File: config.mk
export PLATFORM = sky130hd
export DESIGN_NAME = risc_seq_ctrl
export DESIGN_NICKNAME = d
export VERILOG_FILES = /design/src/rtl/risc_pkg.sv /design/src/rtl/risc_ir_decode.sv /design/src/rtl/risc_seq_ctrl.sv
export SDC_FILE = /design/constraint.sdc
export NUM_CORES = 1
export LEC_CHECK = 0
export ABC_AREA = 1
export CAP_MARGIN = 10
export CORE_MARGIN = 5
export CORE_UTILIZATION = 45
export CTS_BUF_LIST = sky130_fd_sc_hd__clkbuf_16
export DETAILED_ROUTE_END_ITERATION = 8
export DONT_BUFFER_PORTS = 1
export PLACE_DENSITY_LB_ADDON = 0.08
export REMOVE_ABC_BUFFERS = 1
export SLEW_MARGIN = 20
export SYNTH_ARGS = -nofsm -noshare
export SYNTH_HDL_FRONTEND = slang
export SYNTH_HIERARCHICAL = 1
export SYNTH_SLANG_ARGS = --single-unit
export TNS_END_PERCENT = 20
File: constraint.sdc
create_clock -name clk -period 2 [get_ports clk]
set_clock_uncertainty 0.2 [all_clocks]
set_input_delay 0.6 -clock clk [delete_from_list [all_inputs] [get_ports clk]]
set_output_delay 0.6 -clock clk [all_outputs]
set_load 0.01 [all_outputs]
File: src/rtl/risc_pkg.sv
// risc_pkg: shared definitions for the RISC sequencer.
// Holds the instruction field layout, the opcode constants, the FSM state encoding,
// the decoded-instruction payload struct and the opcode classifier.
package risc_pkg;

  // Instruction word geometry
  localparam int unsigned INSTR_W  = 16;
  localparam int unsigned OPC_W    = 4;
  localparam int unsigned REG_W    = 3;
  localparam int unsigned DMA_W    = 4;
  localparam int unsigned RET_W    = 16;

  // Field LSB positions; src_b and dmaddr overlap on bit 3 by design
  localparam int unsigned OPC_LSB  = 12;
  localparam int unsigned DST_LSB  = 9;
  localparam int unsigned SRCA_LSB = 6;
  localparam int unsigned SRCB_LSB = 3;
  localparam int unsigned DMA_LSB  = 0;

  // Opcode map: 0 nop, 1..13 ALU, 14 ld, 15 st
  localparam logic [OPC_W-1:0] OP_NOP = 4'h0;
  localparam logic [OPC_W-1:0] OP_LD  = 4'hE;
  localparam logic [OPC_W-1:0] OP_ST  = 4'hF;

  typedef enum logic [2:0] {
    ST_IDLE   = 3'd0,
    ST_FETCH  = 3'd1,
    ST_DECODE = 3'd2,
    ST_EXEC   = 3'd3,
    ST_MEM    = 3'd4,
    ST_WB     = 3'd5
  } state_e;

  typedef enum logic [1:0] {
    CLS_NOP = 2'd0,
    CLS_ALU = 2'd1,
    CLS_LD  = 2'd2,
    CLS_ST  = 2'd3
  } iclass_e;

  typedef struct packed {
    iclass_e          cls;
    logic [OPC_W-1:0] opcode;
    logic [REG_W-1:0] dst;
    logic [REG_W-1:0] src_a;
    logic [REG_W-1:0] src_b;
    logic [DMA_W-1:0] dmaddr;
  } ir_fields_t;

  // Map an opcode onto its instruction class
  function automatic iclass_e classify(input logic [OPC_W-1:0] opc);
    iclass_e cls;
    case (opc)
      OP_NOP:  cls = CLS_NOP;
      OP_LD:   cls = CLS_LD;
      OP_ST:   cls = CLS_ST;
      default: cls = CLS_ALU;
    endcase
    return cls;
  endfunction

endpackage

File: src/rtl/risc_ir_decode.sv
// risc_ir_decode: purely combinational instruction decoder.
// Ports:
//   ir     - instruction register contents
//   fields - instruction class plus extracted opcode/dst/src_a/src_b/dmaddr
module risc_ir_decode
  import risc_pkg::*;
(
  input  logic [INSTR_W-1:0] ir,
  output ir_fields_t         fields
);

  // Field extraction and classification
  always_comb begin
    fields        = '0;
    fields.opcode = ir[OPC_LSB  +: OPC_W];
    fields.dst    = ir[DST_LSB  +: REG_W];
    fields.src_a  = ir[SRCA_LSB +: REG_W];
    fields.src_b  = ir[SRCB_LSB +: REG_W];
    fields.dmaddr = ir[DMA_LSB  +: DMA_W];
    fields.cls    = classify(ir[OPC_LSB +: OPC_W]);
  end

endmodule

File: src/rtl/risc_seq_ctrl.sv
// risc_seq_ctrl: multi-cycle instruction sequencer for a small RISC core.
// Walks IDLE -> FETCH -> DECODE -> EXEC -> (MEM) -> (WB), fetching one 16-bit
// instruction per pass and steering the register file and execution unit.
// Ports:
//   clk, rst_n                  - clock, async active-low reset
//   run                         - enable sequencing (checked only between instructions)
//   imem_req/imem_addr          - fetch request and address (= pc)
//   imem_ack/imem_data          - fetch completion and instruction word
//   rf_rd_a/rf_rd_b             - register-file read selects (src a / src b)
//   eu_opcode/eu_dstin/eu_dmaddrin - execution-unit controls; opcode only live in EXEC
//   eu_reg_wr_vld/eu_load_op    - execution-unit status, consumed in WB
//   rf_wr_en/rf_wr_sel          - register-file write strobe and source select
//   busy                        - high whenever the FSM is not in IDLE
//   retired                     - wrapping count of completed instructions
module risc_seq_ctrl
  import risc_pkg::*;
#(
  parameter int unsigned PC_W = 8
) (
  input  logic              clk,
  input  logic              rst_n,
  input  logic              run,
  output logic              imem_req,
  output logic [PC_W-1:0]   imem_addr,
  input  logic              imem_ack,
  input  logic [15:0]       imem_data,
  output logic [2:0]        rf_rd_a,
  output logic [2:0]        rf_rd_b,
  output logic [3:0]        eu_opcode,
  output logic [2:0]        eu_dstin,
  output logic [3:0]        eu_dmaddrin,
  input  logic              eu_reg_wr_vld,
  input  logic              eu_load_op,
  output logic              rf_wr_en,
  output logic              rf_wr_sel,
  output logic              busy,
  output logic [15:0]       retired
);

  state_e               state_q, state_d;
  logic [PC_W-1:0]      pc_q, pc_d;
  logic [INSTR_W-1:0]   ir_q, ir_d;
  logic [RET_W-1:0]     retired_q, retired_d;
  logic                 imem_req_q, imem_req_d;
  logic                 busy_q, busy_d;
  logic [OPC_W-1:0]     eu_opcode_q, eu_opcode_d;
  logic                 retire;
  ir_fields_t           dec;

  risc_ir_decode u_ir_decode (
    .ir     (ir_q),
    .fields (dec)
  );

  // Next-state, fetch capture and retirement
  always_comb begin
    state_d = state_q;
    pc_d    = pc_q;
    ir_d    = ir_q;
    retire  = 1'b0;

    case (state_q)
      ST_IDLE: begin
        if (run) state_d = ST_FETCH;
      end
      ST_FETCH: begin
        if (imem_ack) begin
          ir_d    = imem_data;
          pc_d    = pc_q + PC_W'(1);
          state_d = ST_DECODE;
        end
      end
      ST_DECODE: begin
        if (dec.cls == CLS_NOP) begin
          retire  = 1'b1;
          state_d = run ? ST_FETCH : ST_IDLE;
        end else begin
          state_d = ST_EXEC;
        end
      end
      ST_EXEC: begin
        state_d = (dec.cls == CLS_ALU) ? ST_WB : ST_MEM;
      end
      ST_MEM: begin
        if (dec.cls == CLS_LD) begin
          state_d = ST_WB;
        end else begin
          retire  = 1'b1;
          state_d = run ? ST_FETCH : ST_IDLE;
        end
      end
      ST_WB: begin
        retire  = 1'b1;
        state_d = run ? ST_FETCH : ST_IDLE;
      end
      default: begin
        state_d = ST_IDLE;
      end
    endcase

    retired_d = retired_q + RET_W'(retire);
  end

  // Registered outputs are decoded from the next state so they line up with it
  always_comb begin
    imem_req_d  = (state_d == ST_FETCH);
    busy_d      = (state_d != ST_IDLE);
    eu_opcode_d = (state_d == ST_EXEC) ? dec.opcode : OP_NOP;
  end

  // State and datapath registers
  always_ff @(posedge clk or negedge rst_n) begin
    if (!rst_n) begin
      state_q     <= ST_IDLE;
      pc_q        <= '0;
      ir_q        <= '0;
      retired_q   <= '0;
      imem_req_q  <= 1'b0;
      busy_q      <= 1'b0;
      eu_opcode_q <= OP_NOP;
    end else begin
      state_q     <= state_d;
      pc_q        <= pc_d;
      ir_q        <= ir_d;
      retired_q   <= retired_d;
      imem_req_q  <= imem_req_d;
      busy_q      <= busy_d;
      eu_opcode_q <= eu_opcode_d;
    end
  end

  assign imem_req    = imem_req_q;
  assign imem_addr   = pc_q;
  assign busy        = busy_q;
  assign eu_opcode   = eu_opcode_q;
  assign retired     = retired_q;

  // IR fields are held stable from DECODE until the next fetch completes
  assign rf_rd_a     = dec.src_a;
  assign rf_rd_b     = dec.src_b;
  assign eu_dstin    = dec.dst;
  assign eu_dmaddrin = dec.dmaddr;

  // Write strobe qualifies same-cycle execution-unit status, so it stays combinational
  assign rf_wr_en    = (state_q == ST_WB) && (eu_reg_wr_vld || eu_load_op);
  assign rf_wr_sel   = (state_q == ST_WB) && eu_load_op;

endmodule

==> reports/metrics.yaml <==
final_layout:
  stdcell_count: 361
  nets: 315
  multi_input_area_um2: 922
  fillers: 471
  final_common_cell: "nand2_1"
  final_cell_mix: "nand2_1 (94), dfrtp_1 (49), inv_1 (30), buf_4 (25), nor2_1 (22)"
  area_growth_pct: 17.7
  drive_gt1_share_pct: 21.0
  diodes: 0
  regArea_um2: 1230
placement:
  numPortBuffers: 0
  hpwlAfterDp_um: 3220
  dp.cells: 345
  gp_congestion: 0.808
logic_synthesis:
  ys_seq_area_share_pct: 52.2
  syn-cell-area_um2: 2350
  avgSynthCellArea_um2: 8.51
  syn_inst: 276
  synth-seq-cells: 49
  synth_cell_types: 22
  synth_warnings: 6
clocking:
  cts.sinks: 49
  cts-root-buf: "clkbuf_16"
  cts.path.max_buffers: 2
  tritoncts: "done"
  cts_buffers: 5
  clkLatencyLatePin_ns: 0.29
  clk_pin_slew_ns: 0.07
  htreeDepth: 2
floorplanning:
  core_um2: 5070
  die_h_um: 82.2
  die_w_um: 82.2
  ios: 67
  initial_utilization_pct: 46.3
  dieArea_um2: 6760
  rows: 26
timing:
  fmax_ghz: 0.486
  maxSlewViolCount: 0
  worstMarginPinSlew_ns: 0.315
  whs_ns: 0.219
  finalCriticalPeriod_ns: 2.06
  setup_slack_ns: -0.0585
  rsz0062_at_grt: "true"
  hold_viol_final: 0
  min_period_over_period_pct: 103
  maxSlewHeadroom_pct: 79.0
  setup_violations: 5
power:
  netSwitchingFraction_pct: 36.8
  p_per_area_nw_per_um2: 1370
  clockPowerShare_pct: 25.7
  internal-power_mw: 2.39
  share_seq_of_total_power_pct: 45.1
  p_sw_mw: 1.39
  ir_drop_uv: 595
  pwr-share-comb_pct: 29.1
  p_leak_nw: 1.44
setup_path:
  crit_fanout: 3
  arrival_ns: 1.26
  crit_type: "reg -> out"
  crit_family: "flip-flops"
  max_stage_delay_ns: 0.40
  cp_slowest_cell: "dfrtp_1"
  worstPathCellList: "inv_1 > nor2_2 > buf_4 > nand2_1 > nor2_2"
  start_kind: "register"
  end_kind: "output port"
  path_buf_inv: 2
  critPathMostFrequentCell: "nor2_2"
  critPathRequiredTime_ns: 1.20
route:
  drc_errors: 0
  vias_per_cell: 4.48
  ant_nets: 0
  drt-initial-drc-count: 62
  vias: 1619
  wl_per_cell_um: 12.6
  wirelength_um: 4550
  dr.pass1.iters: 4
hold_path:
  hp-class: "in -> reg"
status:
  status: "finished, violations left"
  violations: "setup timing"
global_routing:
  overflow: 0
  grt_pass1_vias: 1599
  grt_pass1_wl_um: 7670
  grt.total_usage_pct: 14.8
  grt_antenna_before_repair: 0
  grt_max_degree: 50
run:
  drv_cap: 0
==> worst register-to-register path: stages (launching register included) <==
cell and delay [ns]:
dfrtp_1 0.39, nor2_1 0.11, nand2_1 0.05, nand2_1 0.07
nand2_2 0.06, inv_2 0.07, nand2_2 0.06, o21ai_2 0.11
nand2_2 0.07, ha_4 0.17, ha_4 0.16, nand3_4 0.10
inv_2 0.05, nand2_2 0.06, nor2_1 0.04, xor2_1 0.13
==> cells by family (layout without fill, tap and decap cells) <==
group	Yosys count	count (layout)	share of synthesized area [%]
flops	49	49	52.2
simple gates	147	147	26.4
fa+ha+maj	3	3	1.60
compound gates	7	7	1.60
buf+inv	54	69	12.3
xor+xnor	16	16	5.97
==> stage by stage <==
step	worst slack, ns	util [%]	power [mW]	cell area [um2]	TNS (ns)
after floorplan	-0.149	-	2.27	2190	-0.287
after global placement	-0.175	47.7	2.64	2420	-0.610
after detailed placement	-0.223	47.7	2.66	2420	-0.881
after CTS	-0.0533	53.4	3.77	2710	-0.251
after global routing	-0.184	54.5	4.09	2760	-1.78
final	-0.0585	54.5	3.78	2760	-0.198
==> what timing repair did <==
action | 4_1_cts | 5_1_grt
endpoints found under the hold margin | 49 | 0
hold buffers | 2 | 0
setup endpoints to repair | 10 | 16
cloned | 0 | 0
resized for setup | 14 | 8
setup buffers | 4 | 2
pin swaps | 3 | 7
==> cells in the mapped netlist (all sizes together) <==
cell	n	area share [%]
a21oi	2	0.43
buf	20	6.7
dfrtp	49	52
ha	3	1.6
inv	34	5.5
nand2	101	17
nand3	11	2.3
nand4	3	0.80
nor2	29	5.5
nor3	3	1.1
o21ai	4	0.85
o21bai	1	0.32
xnor2	5	1.9
xor2	11	4.1
==> metal layers <==
layer / global-route usage (%) / vias up / routed length [um]
met5: 0 / - / 0
li1: - / 842 / -
met4: 4.49 / 0 / 23
met1: 18.4 / 725 / 1910
met2: 24.0 / 50 / 2210
met3: 5.53 / 2 / 401
==> power groups by stage <==
| stage | clock network (mW) | registers (mW) | logic (mW) |
|---|---|---|---|
| floorplan | 0 | 1.65 | 0.624 |
| global placement | 0 | 1.71 | 0.933 |
| detailed placement | 0 | 1.71 | 0.951 |
| CTS | 1.01 | 1.71 | 1.06 |
| global route | 1.04 | 1.76 | 1.30 |
| finish | 0.972 | 1.71 | 1.10 |
==> path summary, 6_finish.rpt <==
path	startpoint	to	slack (ns)	cells past startpoint
max	state_q[2]	rf_wr_en	-0.06	5
min	imem_data[0]	ir_q[0]	0.22	2
max reg2reg	ir_q[13]	retired[10]	-0.04	15
min reg2reg	ir_q[15]	eu_opcode[3]	0.35	2
max in group asynchronous	rst_n	imem_req	0.76	2
min in group asynchronous	rst_n	ir_q[8]	0.62	2
==> final cells by class <==
type | count | share of cell area [%]
Inverter | 34 | 4.71
Multi-Input combinational cell | 173 | 33.4
Tap cell | 70 | 3.17
Clock inverter | 3 | 1.72
Sequential cell | 49 | 44.4
Timing Repair Buffer | 27 | 8.15
Clock buffer | 5 | 4.53
==> sequential cells by signal (all words and copies together), names as in the netlist <==
| register | count |
|---|---|
| ir_q | 16 |
| imem_addr | 8 |
| imem_req | 1 |
| retired | 16 |
| state_q | 3 |
| busy | 1 |
| eu_opcode | 4 |
No activity file was read; power rests on OpenSTA's default activity.
